--- src/rtl/part_2_sample_packer.sv ---
// Partition-2 export stage: samples each mission channel on its clock rise, buffers per channel,
// and hands joined {wen, data} vectors out round-robin over a valid/ready handshake.
module part_2_sample_packer #(
    parameter int unsigned N_CH  = 3,
    parameter int unsigned DW    = 8,
    parameter int unsigned DEPTH = 4
) (
    input  logic               clk_i,
    input  logic               rst_ni,
    input  logic [N_CH-1:0]    clk_h_i,
    input  logic [N_CH-1:0]    wen_i,
    input  logic [N_CH*DW-1:0] data_i,
    output logic               out_valid_o,
    input  logic               out_ready_i,
    output logic [1:0]         out_ch_o,
    output logic [DW:0]        out_data_o,
    output logic [N_CH-1:0]    freeze_o,
    output logic [N_CH-1:0]    ovf_o
);

    localparam int unsigned AW = $clog2(DEPTH);
    localparam int unsigned CW = AW + 1;
    localparam logic [CW-1:0] FullCnt   = CW'(DEPTH);
    localparam logic [CW-1:0] FreezeCnt = CW'(DEPTH - 1);

    typedef enum logic {StEmpty, StFull} out_state_e;

    logic [N_CH-1:0] clk_h_q;
    logic [N_CH-1:0] rise;
    logic [N_CH-1:0] nonempty, full, push, pop;
    logic [N_CH-1:0] ovf_q, ovf_d, freeze_q, freeze_d;

    logic [DW:0]     mem_q    [N_CH][DEPTH];
    logic [AW-1:0]   wr_ptr_q [N_CH];
    logic [AW-1:0]   wr_ptr_d [N_CH];
    logic [AW-1:0]   rd_ptr_q [N_CH];
    logic [AW-1:0]   rd_ptr_d [N_CH];
    logic [CW-1:0]   count_q  [N_CH];
    logic [CW-1:0]   count_d  [N_CH];

    out_state_e  state_q, state_d;
    logic [1:0]  rr_q, rr_d, ch_q, ch_d, grant;
    logic [DW:0] data_q, data_d;
    logic        load, found;

    assign rise = clk_h_i & ~clk_h_q;
    assign load = (state_q == StEmpty) || out_ready_i;

    always_comb begin
        for (int k = 0; k < N_CH; k++) begin
            nonempty[k] = (count_q[k] != '0);
            full[k]     = (count_q[k] == FullCnt);
        end
    end

    // Round-robin search starting one past the last granted channel; only
    // FIFOs already holding data this cycle are eligible.
    always_comb begin
        int unsigned idx;
        idx   = 0;
        found = 1'b0;
        grant = rr_q;
        for (int unsigned i = 1; i <= N_CH; i++) begin
            idx = (32'(rr_q) + i) % N_CH;
            if (!found && nonempty[idx]) begin
                found = 1'b1;
                grant = 2'(idx);
            end
        end
    end

    always_comb begin
        pop = '0;
        if (load && found) begin
            pop[grant] = 1'b1;
        end
    end

    // A full FIFO still accepts a sample when it is popped in the same cycle.
    always_comb begin
        for (int k = 0; k < N_CH; k++) begin
            push[k]     = rise[k] & (~full[k] | pop[k]);
            ovf_d[k]    = ovf_q[k] | (rise[k] & full[k] & ~pop[k]);
            wr_ptr_d[k] = wr_ptr_q[k] + AW'(push[k]);
            rd_ptr_d[k] = rd_ptr_q[k] + AW'(pop[k]);
            count_d[k]  = count_q[k] + CW'(push[k]) - CW'(pop[k]);
            freeze_d[k] = (count_d[k] >= FreezeCnt);
        end
    end

    always_comb begin
        state_d = state_q;
        ch_d    = ch_q;
        data_d  = data_q;
        rr_d    = rr_q;
        if (load) begin
            if (found) begin
                state_d = StFull;
                ch_d    = grant;
                data_d  = mem_q[grant][rd_ptr_q[grant]];
                rr_d    = grant;
            end else begin
                state_d = StEmpty;
            end
        end
    end

    // Storage array carries no reset; validity is tracked by the counters.
    always_ff @(posedge clk_i) begin
        for (int k = 0; k < N_CH; k++) begin
            if (push[k]) begin
                mem_q[k][wr_ptr_q[k]] <= {wen_i[k], data_i[k*DW +: DW]};
            end
        end
    end

    always_ff @(posedge clk_i or negedge rst_ni) begin
        if (!rst_ni) begin
            clk_h_q  <= '0;
            ovf_q    <= '0;
            freeze_q <= '0;
            state_q  <= StEmpty;
            rr_q     <= 2'(N_CH - 1);
            ch_q     <= '0;
            data_q   <= '0;
            for (int k = 0; k < N_CH; k++) begin
                wr_ptr_q[k] <= '0;
                rd_ptr_q[k] <= '0;
                count_q[k]  <= '0;
            end
        end else begin
            clk_h_q  <= clk_h_i;
            ovf_q    <= ovf_d;
            freeze_q <= freeze_d;
            state_q  <= state_d;
            rr_q     <= rr_d;
            ch_q     <= ch_d;
            data_q   <= data_d;
            for (int k = 0; k < N_CH; k++) begin
                wr_ptr_q[k] <= wr_ptr_d[k];
                rd_ptr_q[k] <= rd_ptr_d[k];
                count_q[k]  <= count_d[k];
            end
        end
    end

    assign out_valid_o = (state_q == StFull);
    assign out_ch_o    = ch_q;
    assign out_data_o  = data_q;
    assign freeze_o    = freeze_q;
    assign ovf_o       = ovf_q;

endmodule

--- config.mk ---
export PLATFORM = sky130hd
export DESIGN_NAME = part_2_sample_packer
export DESIGN_NICKNAME = d
export VERILOG_FILES = /design/src/rtl/part_2_sample_packer.sv
export SDC_FILE = /design/constraint.sdc
export NUM_CORES = 1
export LEC_CHECK = 0
export ABC_AREA = 1
export BUFFER_PORTS_ARGS = -buffer_cell sky130_fd_sc_hd__buf_4
export CORE_ASPECT_RATIO = 1.5
export CORE_MARGIN = 5
export CORE_UTILIZATION = 60
export DETAILED_ROUTE_END_ITERATION = 8
export HOLD_SLACK_MARGIN = 0.1
export PLACE_DENSITY = 0.79
export SLEW_MARGIN = 0
export SYNTH_ARGS = -nofsm -noshare
export SYNTH_HDL_FRONTEND = slang
export SYNTH_SLANG_ARGS = --single-unit
--- constraint.sdc ---
create_clock -name clk_i -period 3.8 [get_ports clk_i]
set_input_delay 0.19 -clock clk_i [delete_from_list [all_inputs] [get_ports clk_i]]
set_output_delay 0.19 -clock clk_i [all_outputs]
set_load 0.05 [all_outputs]
==> flow_summary.json, run 1 <==
{
  "outcome": "complete, no violations",
  "clkSinkCount": 151,
  "die-width_um": 97.64,
  "clockBufferDepth": 2,
  "setup_tns_after_final_layout_ps": 0,
  "avgViaCountPerCell": 5.425,
  "detailed_place.area_sq_um": 7446,
  "worst_path_maximum_fanout": 7,
  "async_flop_share_pct": 28.48,
  "wl_per_cell_um": 18.31,
  "fmaxAchievable_mhz": 279.4,
  "finalHoldViolations": 0,
  "worstSkewPairLatency_ps": 420,
  "number_of_routed_nets_with_antenna_violations": 0,
  "antennaDiodeCount": 0,
  "nets": 820,
  "worst_slew_pin_slew_ps": 550.7,
  "tritoncts": "built",
  "drtIter0Drc": 424,
  "syn-num-nets": 722,
  "place.port_buffers": 50,
  "path_cells": "ha_2, inv_1, nand3_1, nand2_1, nand2_1, nand2_2, and2_4, nand2_4, o211ai_1, o21ai_1, nor2_2, nand2_2, buf_4, xnor2_1, ha_1, inv_1, fa_1, xnor2_1, xor2_1, a21o_1",
  "layout-area-overhead-vs-synth_pct": 21.45,
  "grt_max_degree": 58,
  "core-area_sq_um": 11410,
  "routed_wl_mm": 17.10,
  "synth_enable_flop_cells": 108,
  "criticalPathCategory": "register to register",
  "dominantRegCellSynth": "sky130_fd_sc_hd__edfxtp_1",
  "cts.htree.levels": 4,
  "slew_headroom_pct": 63.29,
  "first_global_vias": 5149,
  "synth_cell_type_count": 34,
  "maxcap_viol_count": 0,
  "crit_path_start_kind": "register",
  "post_route_fraction_of_the_period_consumed_by_the_critical_path_pct": 94.20,
  "grt_antenna_before_repair": 0,
  "nFillCells": 781,
  "crit_slowest_cell": "sky130_fd_sc_hd__dfstp_2",
  "remaining_drc_errors": 0,
  "syn_avg_cell_area_sq_um": 10.27,
  "timing.clock.skew_ps": 8.412,
  "proportion_of_layout_cells_with_a_drive_suffix_above_1_pct": 16.20,
  "dp.final_hpwl_mm": 11.81,
  "synth_warnings": 0,
  "hold_path.class": "input pin to async pin",
  "globalplace.congestion": 0.9035,
  "grt_overflow": 0,
  "fin_area_sq_um": 8394,
  "fin_hold_ws_ps": 298.5,
  "period_minus_slack_ps": 3580,
  "die_height_um": 141.5,
  "final_max_slew_viol_count": 0,
  "grt_setup_unrepaired": "false",
  "clk_root_buffer_cell": "sky130_fd_sc_hd__clkbuf_16",
  "required_ps": 4100,
  "synth_sequential_area_ratio_pct": 62.51,
  "element_type_at_the_critical_path_end": "register",
  "initial_utilization_pct": 60.57,
  "numCtsBuffers": 17,
  "top_level_ports": 51,
  "fp.dieArea_sq_um": 13810,
  "first_pass_iters": 6,
  "clk_transition_reported_paths_ps": 60,
  "pre_cts_ws_ps": 128.1,
  "row_count": 48,
  "dr_total_vias": 5067,
  "final_cell_mix": "sky130_fd_sc_hd__nand2_1, sky130_fd_sc_hd__edfxtp_1, sky130_fd_sc_hd__nand3_1",
  "worst_ep_arrival_time_ps": 3880,
  "grt_pass1_wl_mm": 27.04,
  "synth_area_sq_um": 6912,
  "max_stage_delay_ps": 540,
  "synth-seq-cells": 151,
  "report.final.setup_viol": 0,
  "syn_inst": 673,
  "grt_use_total_pct": 25.88,
  "post_route_worst_setup_slack_ps": 220.3,
  "mostFrequentLayoutCell": "sky130_fd_sc_hd__nand2_1"
}
==> per-stage QoR <==
stage                     utilization (%)  std cells
final                               73.56        934
after global routing                73.56        934
after CTS                           73.26        931
after detailed placement            65.25        867
after global placement              65.25        867
after floorplan                         -        673
==> synthesized netlist by cell type, types with 2 or more instances <==
cell | instances | share of area (%)
sky130_fd_sc_hd__a21o_1 | 3 | 0.33
sky130_fd_sc_hd__a21oi_1 | 4 | 0.29
sky130_fd_sc_hd__buf_2 | 11 | 0.80
sky130_fd_sc_hd__buf_4 | 6 | 0.65
sky130_fd_sc_hd__buf_6 | 5 | 0.81
sky130_fd_sc_hd__clkbuf_1 | 2 | 0.11
sky130_fd_sc_hd__dfrtp_1 | 42 | 15
sky130_fd_sc_hd__edfxtp_1 | 108 | 47
sky130_fd_sc_hd__fa_1 | 3 | 0.87
sky130_fd_sc_hd__ha_1 | 13 | 2.4
sky130_fd_sc_hd__inv_1 | 77 | 4.2
sky130_fd_sc_hd__inv_2 | 3 | 0.16
sky130_fd_sc_hd__nand2_1 | 209 | 11
sky130_fd_sc_hd__nand2_2 | 4 | 0.36
sky130_fd_sc_hd__nand2_4 | 6 | 0.98
sky130_fd_sc_hd__nand3_1 | 100 | 7.2
sky130_fd_sc_hd__nand3_2 | 5 | 0.72
sky130_fd_sc_hd__nor2_1 | 14 | 0.76
sky130_fd_sc_hd__nor3_1 | 15 | 1.1
sky130_fd_sc_hd__o21bai_1 | 2 | 0.22
sky130_fd_sc_hd__or2_1 | 14 | 1.3
sky130_fd_sc_hd__or2_2 | 4 | 0.36
sky130_fd_sc_hd__xnor2_1 | 4 | 0.51
sky130_fd_sc_hd__xor2_1 | 9 | 1.1
==> worst max-delay path, delay by kind of cell, from the launching register on <==
family                   cells  cell delay [ps]
AND/OR/NAND/NOR              8              890
adder cells (fa/ha/maj)      3              870
flip-flops                   1              540
XOR/XNOR                     3              480
AO/OA/AOI/OAI                3              360
buffers and inverters        3              300
==> cells by family (layout without fill, tap and decap cells) <==
logic type | Yosys count | count (layout) | share of synthesized area [%]
AOI/OAI and AO/OA | 14 | 14 | 1.339
adders and majority gates | 16 | 16 | 3.222
DFF | 151 | 151 | 62.51
xor gates and xnor gates | 13 | 13 | 1.647
and+or+nand+nor | 374 | 374 | 24.51
buffers and inverters | 105 | 216 | 6.770
==> sequential cells by signal (all words and copies together) (netlist names) <==
signal       cells
out_data_o       9
mem_q          108
ovf_o            3
out_valid_o      1
out_ch_o         1
clk_h_q          3
rd_ptr_q         6
wr_ptr_q         6
rr_q             2
count_q          9
freeze_o         3
==> what timing repair did <==
| action | CTS | global route |
|---|---|---|
| resized for setup | 0 | 7 |
| hold endpoints to repair | 154 | 0 |
| endpoints found under the setup margin | 0 | 5 |
| buffers inserted | 0 | 3 |
| hold buffers | 32 | 0 |
==> layer usage <==
| metal | GRT usage (%) | up-vias | part of all wire, % |
|---|---|---|---|
| met5 | 0 | - | 0 |
| met4 | 17.14 | 0 | 6.2 |
| met3 | 5.804 | 55 | 5.8 |
| met2 | 44.38 | 202 | 51 |
| met1 | 28.77 | 2413 | 37 |
| li1 | - | 2397 | - |
==> worst paths after layout <==
path                                       start                    end  slack, ps  cells after the start
max in group asynchronous                 rst_ni  wr_ptr_q[5]$_DFF_PN0_       3100                      2
min in group clk_i                    clk_h_i[0]   clk_h_q[0]$_DFF_PN0_        430                      2
min reg2reg                rd_ptr_q[5]$_DFF_PN0_  rd_ptr_q[5]$_DFF_PN0_        470                      1
min                                       rst_ni  freeze_o[2]$_DFF_PN0_        300                      2
max reg2reg                  rr_q[1]$_DFFE_PN1N_  freeze_o[2]$_DFF_PN0_        220                     20
max                          rr_q[1]$_DFFE_PN1N_  freeze_o[2]$_DFF_PN0_        220                     20
==> area by class of cell <==
cell class              count  area, sq um  share of cell area, %
multi-input cells         417         2136                  25.44
well taps                 150        187.7                  2.236
clock inverters            13        160.2                  1.908
repair buffers            103        853.3                  10.17
inverters                  81        304.0                  3.622
flip-flops and latches    151         4320                  51.47
clock buffers              19        432.9                  5.157
Power of run 1 is not shown: default switching activity piles up to over one toggle a cycle in this logic, so the estimate is an artifact.
==> run 2, diff against run 1 <==
--- a/config.mk
+++ b/config.mk
@@ -7,12 +7,13 @@
 export LEC_CHECK = 0
 export ABC_AREA = 1
 export BUFFER_PORTS_ARGS = -buffer_cell sky130_fd_sc_hd__buf_4
-export CORE_ASPECT_RATIO = 1.5
+export CORE_ASPECT_RATIO = 1.4
 export CORE_MARGIN = 5
-export CORE_UTILIZATION = 60
+export CORE_UTILIZATION = 62
+export CTS_BUF_LIST = sky130_fd_sc_hd__clkbuf_4
 export DETAILED_ROUTE_END_ITERATION = 8
 export HOLD_SLACK_MARGIN = 0.1
-export PLACE_DENSITY = 0.79
+export PLACE_DENSITY = 0.82
 export SLEW_MARGIN = 0
 export SYNTH_ARGS = -nofsm -noshare
 export SYNTH_HDL_FRONTEND = slang
==> run 2 against run 1 <==
Compared with the run above: worst setup slack got worse by 120 ps; count of clock-buffer cells in the layout fell by 2; utilization rose by 0.78 points; critical path type unchanged; worst hold slack got worse by 120 ps; register-to-register slack got worse by 120 ps; maximum frequency fell by 3.3%; routed wire length fell by 5.4%; flip-flop and latch count did not move; clock skew rose by 17 ps.
==> flow_summary.json, run 2 (same netlist as run 1, synthesis figures left out) <==
{
  "core-area_sq_um": 10870,
  "remaining_drc_errors": 0,
  "criticalPathCategory": "register to register",
  "largest_register_ff_count": 108,
  "mostFrequentLayoutCell": "sky130_fd_sc_hd__nand2_1",
  "final_max_slew_viol_count": 0,
  "crit_path_start_kind": "register",
  "place.port_buffers": 50,
  "grt_max_degree": 58,
  "clkSinkCount": 151,
  "outcome": "complete, no violations",
  "pre_cts_ws_ps": 54.78,
  "routed_wl_mm": 16.19,
  "first_global_vias": 5034,
  "post_route_fraction_of_the_period_consumed_by_the_critical_path_pct": 97.45,
  "clk_transition_reported_paths_ps": 130,
  "wl_per_cell_um": 17.52,
  "top_level_ports": 51,
  "report.final.setup_viol": 0,
  "tritoncts": "built",
  "first_pass_iters": 5,
  "nets": 819,
  "worst_path_maximum_fanout": 7,
  "period_minus_slack_ps": 3703,
  "hold_path.class": "input pin to async pin",
  "dp.final_hpwl_mm": 11.48,
  "fp.dieArea_sq_um": 13390,
  "grt_setup_unrepaired": "true",
  "initial_utilization_pct": 63.60,
  "worstSkewPairLatency_ps": 520,
  "grt_pass1_wl_mm": 25.49,
  "number_of_routed_nets_with_antenna_violations": 0,
  "element_type_at_the_critical_path_end": "register",
  "maxcap_viol_count": 0,
  "nFillCells": 777,
  "worst_ep_arrival_time_ps": 4120,
  "clk_root_buffer_cell": "sky130_fd_sc_hd__clkbuf_4",
  "avgViaCountPerCell": 5.468,
  "globalplace.congestion": 0.9285,
  "post_route_worst_setup_slack_ps": 96.84,
  "fmaxAchievable_mhz": 270.0,
  "dr_total_vias": 5052,
  "layout-area-overhead-vs-synth_pct": 16.89,
  "die-width_um": 99.24,
  "slew_headroom_pct": 60.92,
  "clockBufferDepth": 2,
  "required_ps": 4220,
  "grt_antenna_before_repair": 0,
  "proportion_of_layout_cells_with_a_drive_suffix_above_1_pct": 16.86,
  "drtIter0Drc": 373,
  "row_count": 45,
  "grt_overflow": 0,
  "grt_use_total_pct": 25.16,
  "die_height_um": 134.9,
  "worst_slew_pin_slew_ps": 586.2,
  "finalHoldViolations": 0,
  "timing.clock.skew_ps": 25.25,
  "numCtsBuffers": 17,
  "final_cell_mix": "sky130_fd_sc_hd__nand2_1, sky130_fd_sc_hd__edfxtp_1, sky130_fd_sc_hd__nand3_1",
  "cts.htree.levels": 4,
  "antennaDiodeCount": 0
}
==> run 2: cell types whose count changed in the layout (fill, tap and decap cells not counted), sizes merged <==
| cell | delta |
|---|---|
| bufinv | -1 |
| inv | +2 |
| clkbuf | -2 |
| clkinv | +1 |
| buf | -1 |
==> run 2: timing repair <==
item,CTS,global route
resized for setup,0,9
setup endpoints to repair,0,6
hold endpoints to repair,158,0
hold buffers,32,0
setup buffers,0,2
==> run 2: per-stage QoR <==
step,utilization [%],setup TNS (ps),cell area [sq um],hold slack [ps],instances
6_report,74.35,0,8079,182.7,924
3_5_place_dp,68.42,0,7435,207.3,858
5_1_grt,74.35,-52.73,8079,183.5,924
2_1_floorplan,-,0,6912,-105.6,673
4_1_cts,74.00,0,8041,154.5,922
3_3_place_gp,68.42,0,7435,198.1,858
==> run 2: metal layers <==
metal	global-route usage (%)	up-vias	share of wire, %
met5	0	-	0
met4	11.01	0	2.9
met3	4.651	32	7.3
met2	43.98	231	53
met1	30.29	2393	37
li1	-	2396	-
==> run 2: path summary, 6_finish.rpt <==
kind	startpoint	end	slack, ps	cells after the start
worst max-delay path	rr_q[0]$_DFFE_PN0N_	freeze_o[2]$_DFF_PN0_	100	21
worst min-delay path	rst_ni	out_data_o[7]$_DFFE_PN0N_	180	2
worst max register to register	rr_q[0]$_DFFE_PN0N_	freeze_o[2]$_DFF_PN0_	100	21
worst min register to register	rd_ptr_q[5]$_DFF_PN0_	rd_ptr_q[5]$_DFF_PN0_	480	1
max in group asynchronous	rst_ni	rr_q[1]$_DFFE_PN1N_	3230	2
min in group clk_i	clk_h_i[2]	clk_h_q[2]$_DFF_PN0_	310	2
==> run 2: layout make-up <==
cell class	count	area, sq um	area share [%]
clock buffer	17	127.6	1.580
clock inverter	15	158.9	1.967
inverter	81	304.0	3.763
multi-input combinational	417	2138	26.47
sequential	151	4320	53.48
tap	141	176.4	2.184
timing repair buffer	102	853.3	10.56
==> run 2: worst max-delay path: stages (launching register included) <==
cell,delay [ps]
sky130_fd_sc_hd__dfrtp_1,420
sky130_fd_sc_hd__inv_1,140
sky130_fd_sc_hd__ha_2,330
sky130_fd_sc_hd__inv_1,100
sky130_fd_sc_hd__nand3_1,90
sky130_fd_sc_hd__nand2_1,130
sky130_fd_sc_hd__nand2_1,90
sky130_fd_sc_hd__nand2_2,130
sky130_fd_sc_hd__and2_4,190
sky130_fd_sc_hd__nand2_4,70
sky130_fd_sc_hd__o211ai_1,110
sky130_fd_sc_hd__o21ai_1,130
sky130_fd_sc_hd__nor2_2,190
sky130_fd_sc_hd__nand2_2,100
sky130_fd_sc_hd__buf_4,150
sky130_fd_sc_hd__xnor2_1,140
sky130_fd_sc_hd__ha_1,170
sky130_fd_sc_hd__inv_1,50
sky130_fd_sc_hd__fa_1,370
sky130_fd_sc_hd__xnor2_1,150
sky130_fd_sc_hd__xor2_1,180
sky130_fd_sc_hd__a21o_1,150
Power of run 2 is left out for the same reason.
